### config.mk
export PLATFORM = sky130hd
export DESIGN_NAME = al_accel_pu_dap
export DESIGN_NICKNAME = d
export VERILOG_FILES = /design/src/rtl/al_accel_pu_dap.sv
export SDC_FILE = /design/constraint.sdc
export NUM_CORES = 2
export LEC_CHECK = 0
export BUFFER_PORTS_ARGS = -buffer_cell sky130_fd_sc_hd__buf_2
export CAP_MARGIN = 10
export CORE_ASPECT_RATIO = 1.25
export CORE_MARGIN = 1.5
export CORE_UTILIZATION = 40
export DETAILED_ROUTE_END_ITERATION = 8
export HOLD_SLACK_MARGIN = 0.03
export PLACE_DENSITY_LB_ADDON = 0.1
export SETUP_SLACK_MARGIN = 0.15
export SKIP_CTS_REPAIR_TIMING = 1
export SYNTH_ARGS = -nofsm -noshare
export SYNTH_HDL_FRONTEND = slang
export SYNTH_SLANG_ARGS = --single-unit
### constraint.sdc
create_clock -name clk -period 11.6 [get_ports clk]
set_input_delay 0 -clock clk [delete_from_list [all_inputs] [get_ports clk]]
set_output_delay 0 -clock clk [all_outputs]
set_load 0.02 [all_outputs]
### src/rtl/al_accel_pu_dap.sv
// Distributed-arithmetic processing unit: NUM_CH dot products of offset-adjusted
// inputs against signed weights that are consumed bit-serially, MSB first.
module al_accel_pu_dap #(
  parameter int NUM_CH  = 3,
  parameter int NUM_TAP = 3,
  parameter int WBITS   = 8,
  parameter int IBITS   = 8,
  parameter int ACC_W   = 32
) (
  input  logic                            clk,
  input  logic                            reset,
  input  logic [NUM_CH*NUM_TAP*WBITS-1:0] pu_wdi,
  input  logic [NUM_TAP*IBITS-1:0]        pu_idi,
  input  logic [31:0]                     pu_input_offset,
  input  logic                            pu_acc_mode,
  input  logic                            in_valid,
  output logic                            in_ready,
  output logic [NUM_CH*ACC_W-1:0]         pu_odo,
  output logic                            out_valid,
  input  logic                            out_ready
);

  localparam int LUT_N = 1 << NUM_TAP;
  localparam int CNT_W = (WBITS > 1) ? $clog2(WBITS) : 1;
  localparam int WGT_W = NUM_CH * NUM_TAP * WBITS;

  localparam logic [1:0] ST_IDLE = 2'd0;
  localparam logic [1:0] ST_CALC = 2'd1;
  localparam logic [1:0] ST_DONE = 2'd2;

  logic [1:0]       state_q, state_d;
  logic [CNT_W-1:0] cnt_q, cnt_d;
  logic [WGT_W-1:0] wgt_q, wgt_d;
  logic             acc_mode_q, acc_mode_d;
  logic [ACC_W-1:0] lut_q [LUT_N];
  logic [ACC_W-1:0] lut_d [LUT_N];
  logic [ACC_W-1:0] acc_q [NUM_CH];
  logic [ACC_W-1:0] acc_d [NUM_CH];
  logic [ACC_W-1:0] odo_q [NUM_CH];
  logic [ACC_W-1:0] odo_d [NUM_CH];

  logic [ACC_W-1:0]   x_val    [NUM_TAP];
  logic [ACC_W-1:0]   lut_new  [LUT_N];
  logic [NUM_TAP-1:0] addr     [NUM_CH];
  logic [ACC_W-1:0]   acc_calc [NUM_CH];
  logic               is_sign;

  // Offset-adjusted inputs and every subset sum of them, built from the live
  // input bus so the table is ready on the accept edge.
  always_comb begin
    lut_new = '{default: '0};
    for (int k = 0; k < NUM_TAP; k++) begin
      x_val[k] = ACC_W'($signed(pu_idi[k*IBITS +: IBITS]))
               + ACC_W'($signed(pu_input_offset));
    end
    for (int m = 0; m < LUT_N; m++) begin
      for (int k = 0; k < NUM_TAP; k++) begin
        if (m[k]) lut_new[m] = lut_new[m] + x_val[k];
      end
    end
  end

  assign is_sign = (cnt_q == CNT_W'(WBITS - 1));

  // The sign bit carries weight -2^(WBITS-1), so the first step subtracts.
  always_comb begin
    for (int c = 0; c < NUM_CH; c++) begin
      addr[c] = '0;
      for (int k = 0; k < NUM_TAP; k++) begin
        addr[c][k] = wgt_q[(c*NUM_TAP + k)*WBITS + int'(cnt_q)];
      end
      acc_calc[c] = is_sign ? (-lut_q[addr[c]])
                            : ((acc_q[c] << 1) + lut_q[addr[c]]);
    end
  end

  always_comb begin
    // NOTE: every next-state variable takes its hold value first, so no path
    // through the case below can leave one unassigned and infer a latch.
    state_d    = state_q;
    cnt_d      = cnt_q;
    wgt_d      = wgt_q;
    acc_mode_d = acc_mode_q;
    lut_d      = lut_q;
    acc_d      = acc_q;
    odo_d      = odo_q;

    case (state_q)
      ST_IDLE: begin
        if (in_valid) begin
          state_d    = ST_CALC;
          wgt_d      = pu_wdi;
          acc_mode_d = pu_acc_mode;
          lut_d      = lut_new;
          cnt_d      = CNT_W'(WBITS - 1);
        end
      end
      ST_CALC: begin
        acc_d = acc_calc;
        if (cnt_q == '0) begin
          state_d = ST_DONE;
          for (int c = 0; c < NUM_CH; c++) begin
            odo_d[c] = acc_mode_q ? (odo_q[c] + acc_calc[c]) : acc_calc[c];
          end
        end else begin
          cnt_d = cnt_q - 1'b1;
        end
      end
      ST_DONE: begin
        if (out_ready) state_d = ST_IDLE;
      end
      default: state_d = ST_IDLE;
    endcase
  end

  // NOTE: state is updated with non-blocking assignments so every flop samples
  // the values from before the edge, independent of statement order.
  always_ff @(posedge clk) begin
    if (reset) begin
      state_q    <= ST_IDLE;
      cnt_q      <= '0;
      wgt_q      <= '0;
      acc_mode_q <= 1'b0;
      // NOTE: the LUT and accumulator arrays are cleared too; an aborted
      // transaction must leave nothing behind for the next one.
      lut_q      <= '{default: '0};
      acc_q      <= '{default: '0};
      odo_q      <= '{default: '0};
    end else begin
      state_q    <= state_d;
      cnt_q      <= cnt_d;
      wgt_q      <= wgt_d;
      acc_mode_q <= acc_mode_d;
      lut_q      <= lut_d;
      acc_q      <= acc_d;
      odo_q      <= odo_d;
    end
  end

  assign in_ready  = (state_q == ST_IDLE);
  assign out_valid = (state_q == ST_DONE);

  for (genvar c = 0; c < NUM_CH; c++) begin : g_odo
    assign pu_odo[c*ACC_W +: ACC_W] = odo_q[c];
  end

endmodule
==> impl_metrics.csv <==
group,metric,value,unit
final_layout,synthToLayoutAreaGrowth,13.28,%
detailed_routing,wirelength,163.8,mm
global_route,grt_max_degree,132,
detailed_routing,drc,0,
synthesis,ys.flop_type,"dfxtp_1",
power,cellPowerDensity,195.0,mW/mm^2
worst_setup_path,cp_slowest_cell,"mux4_1",
sta,slew_violations,0,
detailed_routing,ant_nets,0,
sta,fin_hold_ws,-0.05098,ns
die,die_w,304.2,um
sta,tns,0,ns
final_layout,final_nets,6797,
worst_setup_path,cpMostUsedCell,"a21oi_1",
run_status,violations,"negative hold slack",
sta,finalCritPeriodShare,0.7782,
sta,setup_viol,0,
synthesis,yosysSeqAreaShare,0.2167,
place,dpl_worst_slack,2.613,ns
power,p_leak,0.02369,uW
detailed_routing,drt_first_iter_violations,3586,
power,total_power,10020,uW
clock_network,clkLatencyLatePin,0.68,ns
global_route,grt_overflow,0,
flow_run,maxCapViolCount,0,
place,io_buffers,230,
worst_setup_path,start_kind,"flip-flop",
sta,fmax,110.8,MHz
synthesis,yosysTopAreaCellShare,0.2167,
worst_setup_path,worstReg2RegStart,"cnt_q[0]",
synthesis,syn_area,0.04536,sq mm
die,start_util,0.4047,
synthesis,avgSynthCellArea,7.518,sq um
sta,setup_ws,2.572,ns
global_route,grt_pass1_vias,42130,
die,core,0.1121,sq mm
clock_network,cts_max_level,2,
clock_network,cts_root_buf,"clkbuf_16",
final_layout,drive_above_1_share,0.09056,
place,place_hpwl,124.3,mm
worst_setup_path,crit_path_end_kind,"flip-flop",
synthesis,yosys_warnings,0,
clock_network,cts_max_path_buffers,3,
synthesis,synth_cell_type_count,105,
synthesis,syn-num-nets,6584,
clock_network,cts_tree,"built",
clock_network,clock_sinks,491,
sta,final.setup_skew,0.04102,ns
final_layout,antenna_cells,0,
detailed_routing,avgViaCountPerCell,5.830,
synthesis,synth.area.top_cells,"dfxtp_1 22%, ha_1 11%, nand2_1 8.2%, a21oi_1 7.7%, xnor2_1 5.8%",
worst_hold_path,min_path_type,"input port to flip-flop",
global_route,grt.total_usage,0.2686,
die,dieArea,0.1155,sq mm
synthesis,ys_async_sr_fraction,0,
synthesis,yosys.cell_count.top_type,"nand2_1",
sta,hold_viol_final,9,
worst_setup_path,crit_start,"cnt_q[0]",
detailed_routing,num_vias,45200,
die,fp.dieH,379.5,um
sta,grt_setup_unrepaired,"false",
worst_setup_path,cp.arrival,9.58,ns
worst_setup_path,max_stage_delay,0.68,ns
place,place.gp.congestion,0.9682,
final_layout,final_core_util,0.4584,
worst_setup_path,crit_fanout,15,
synthesis,synth-edff-count,0,
synthesis,synth-seq-cells,491,
sta,tightest_slew,1.190,ns
synthesis,synthCells,6034,
detailed_routing,first_pass_iters,6,
worst_setup_path,cp.required,12.15,ns
die,num_rows,137,
clock_network,clkTransAtPathRegs,0.06,ns
power,ir_worst_vdd,114.9,uV
synthesis,synth_common_cells,"986 x nand2_1, 695 x a21oi_1, 491 x dfxtp_1, 420 x nor2_1, 404 x ha_1",
synthesis,synth_top_area_cell,"dfxtp_1",
worst_hold_path,hp-start,"pu_input_offset[23]",
worst_setup_path,crit_type,"flip-flop to flip-flop",
sta,slew_headroom,0.2014,
global_route,grt_pass1_wl,246.5,mm
run_status,status,"finished with violations",
sta,period_minus_slack,9.028,ns
clock_network,cts_buffers,57,
die,io_pins,231,
global_route,antenna_found_initial,0,
detailed_routing,wire_per_inst,21.12,um
==> cells in the final DEF (no fill, tap or decap), types with 17 or more instances in the layout <==
cell type	synthesis	layout
nand2_1	986	983
dfxtp_1	491	489
o21bai_1	52	52
nor2_1	420	419
a21o_1	174	174
nor4_1	21	21
nor2b_1	51	50
dlygate4sd3_1	0	153
a221o_1	35	35
or3_1	34	34
o21a_1	58	58
nand2b_1	54	53
a211oi_1	107	107
inv_1	232	231
and2_1	20	17
o21ai_0	306	306
and3_1	56	56
o31ai_1	20	20
mux2i_1	237	235
a21oi_1	695	695
nand4_1	44	44
o211ai_1	56	56
mux2_2	50	50
a31oi_1	94	94
a32oi_1	25	25
buf_2	39	229
nand3_1	106	106
buf_4	13	74
nor3_1	107	107
mux4_2	21	21
xnor2_1	299	299
xor2_1	110	110
a221oi_1	50	50
clkbuf_16	0	57
ha_1	404	404
==> layout make-up <==
cell class	instances	area, sq um
fill	11500	60720
clock inverter	34	464.2
timing repair buffer	459	3288
sequential	491	9834
tap	1459	1826
clock buffer	72	1613
multi-input combinational	5006	33490
inverter	232	870.8
==> power by group <==
part,switching [uW],internal [uW]
combinational,3460,2270
sequential,332,1940
clock,831,1190
total,4620,5400
==> cells by family (layout without fill, tap and decap cells) <==
logic type / Yosys count / count (layout) / share of synthesized area
flip-flops: 491 / 491 / 0.2167
adder cells (fa/ha/maj): 418 / 418 / 0.1174
AND/OR/NAND/NOR: 1989 / 1989 / 0.1961
multiplexers: 322 / 322 / 0.08070
buffers and inverters: 537 / 797 / 0.04760
XOR/XNOR: 412 / 412 / 0.08059
AO/OA/AOI/OAI: 1865 / 1865 / 0.2609
==> final timing paths <==
check | cells after the start | to | slack, ns
max | 32 | pu_odo[30] | 2.57
min | 5 | lut_q[183] | -0.05
max reg2reg | 32 | pu_odo[30] | 2.57
min reg2reg | 2 | wgt_q[59] | 0.46
==> worst max-delay path: cells and delay by family, from the launching register on <==
family / cells / cell delay, ns
AO/OA/AOI/OAI: 17 / 4.21
AND/OR/NAND/NOR: 4 / 0.45
adder cells (fa/ha/maj): 3 / 1.02
buffers and inverters: 3 / 0.79
XOR/XNOR: 2 / 0.23
multiplexers: 3 / 1.65
flip-flops: 1 / 0.53
==> layer usage <==
layer,track usage,vias up,wire [um]
li1,-,22260,-
met2,0.4421,1319,73910
met5,0,-,0
met3,0.02638,263,8631
met1,0.3628,21360,74740
met4,0.09917,0,6485
==> registers in the layout (all words and copies together), names as in the netlist <==
register,count
lut_q,224
cnt_q,3
state_q,2
pu_odo,96
wgt_q,72
acc_mode_q,1
acc_q,93
==> metrics by stage <==
stage               cells  area (sq um)
finish               7753         51390
global route         7753         51390
CTS                  7600         49860
detailed placement   7494         47780
global placement     7494         47780
floorplan            6034         45360
Note: power is estimated with default switching activity, not from simulation.
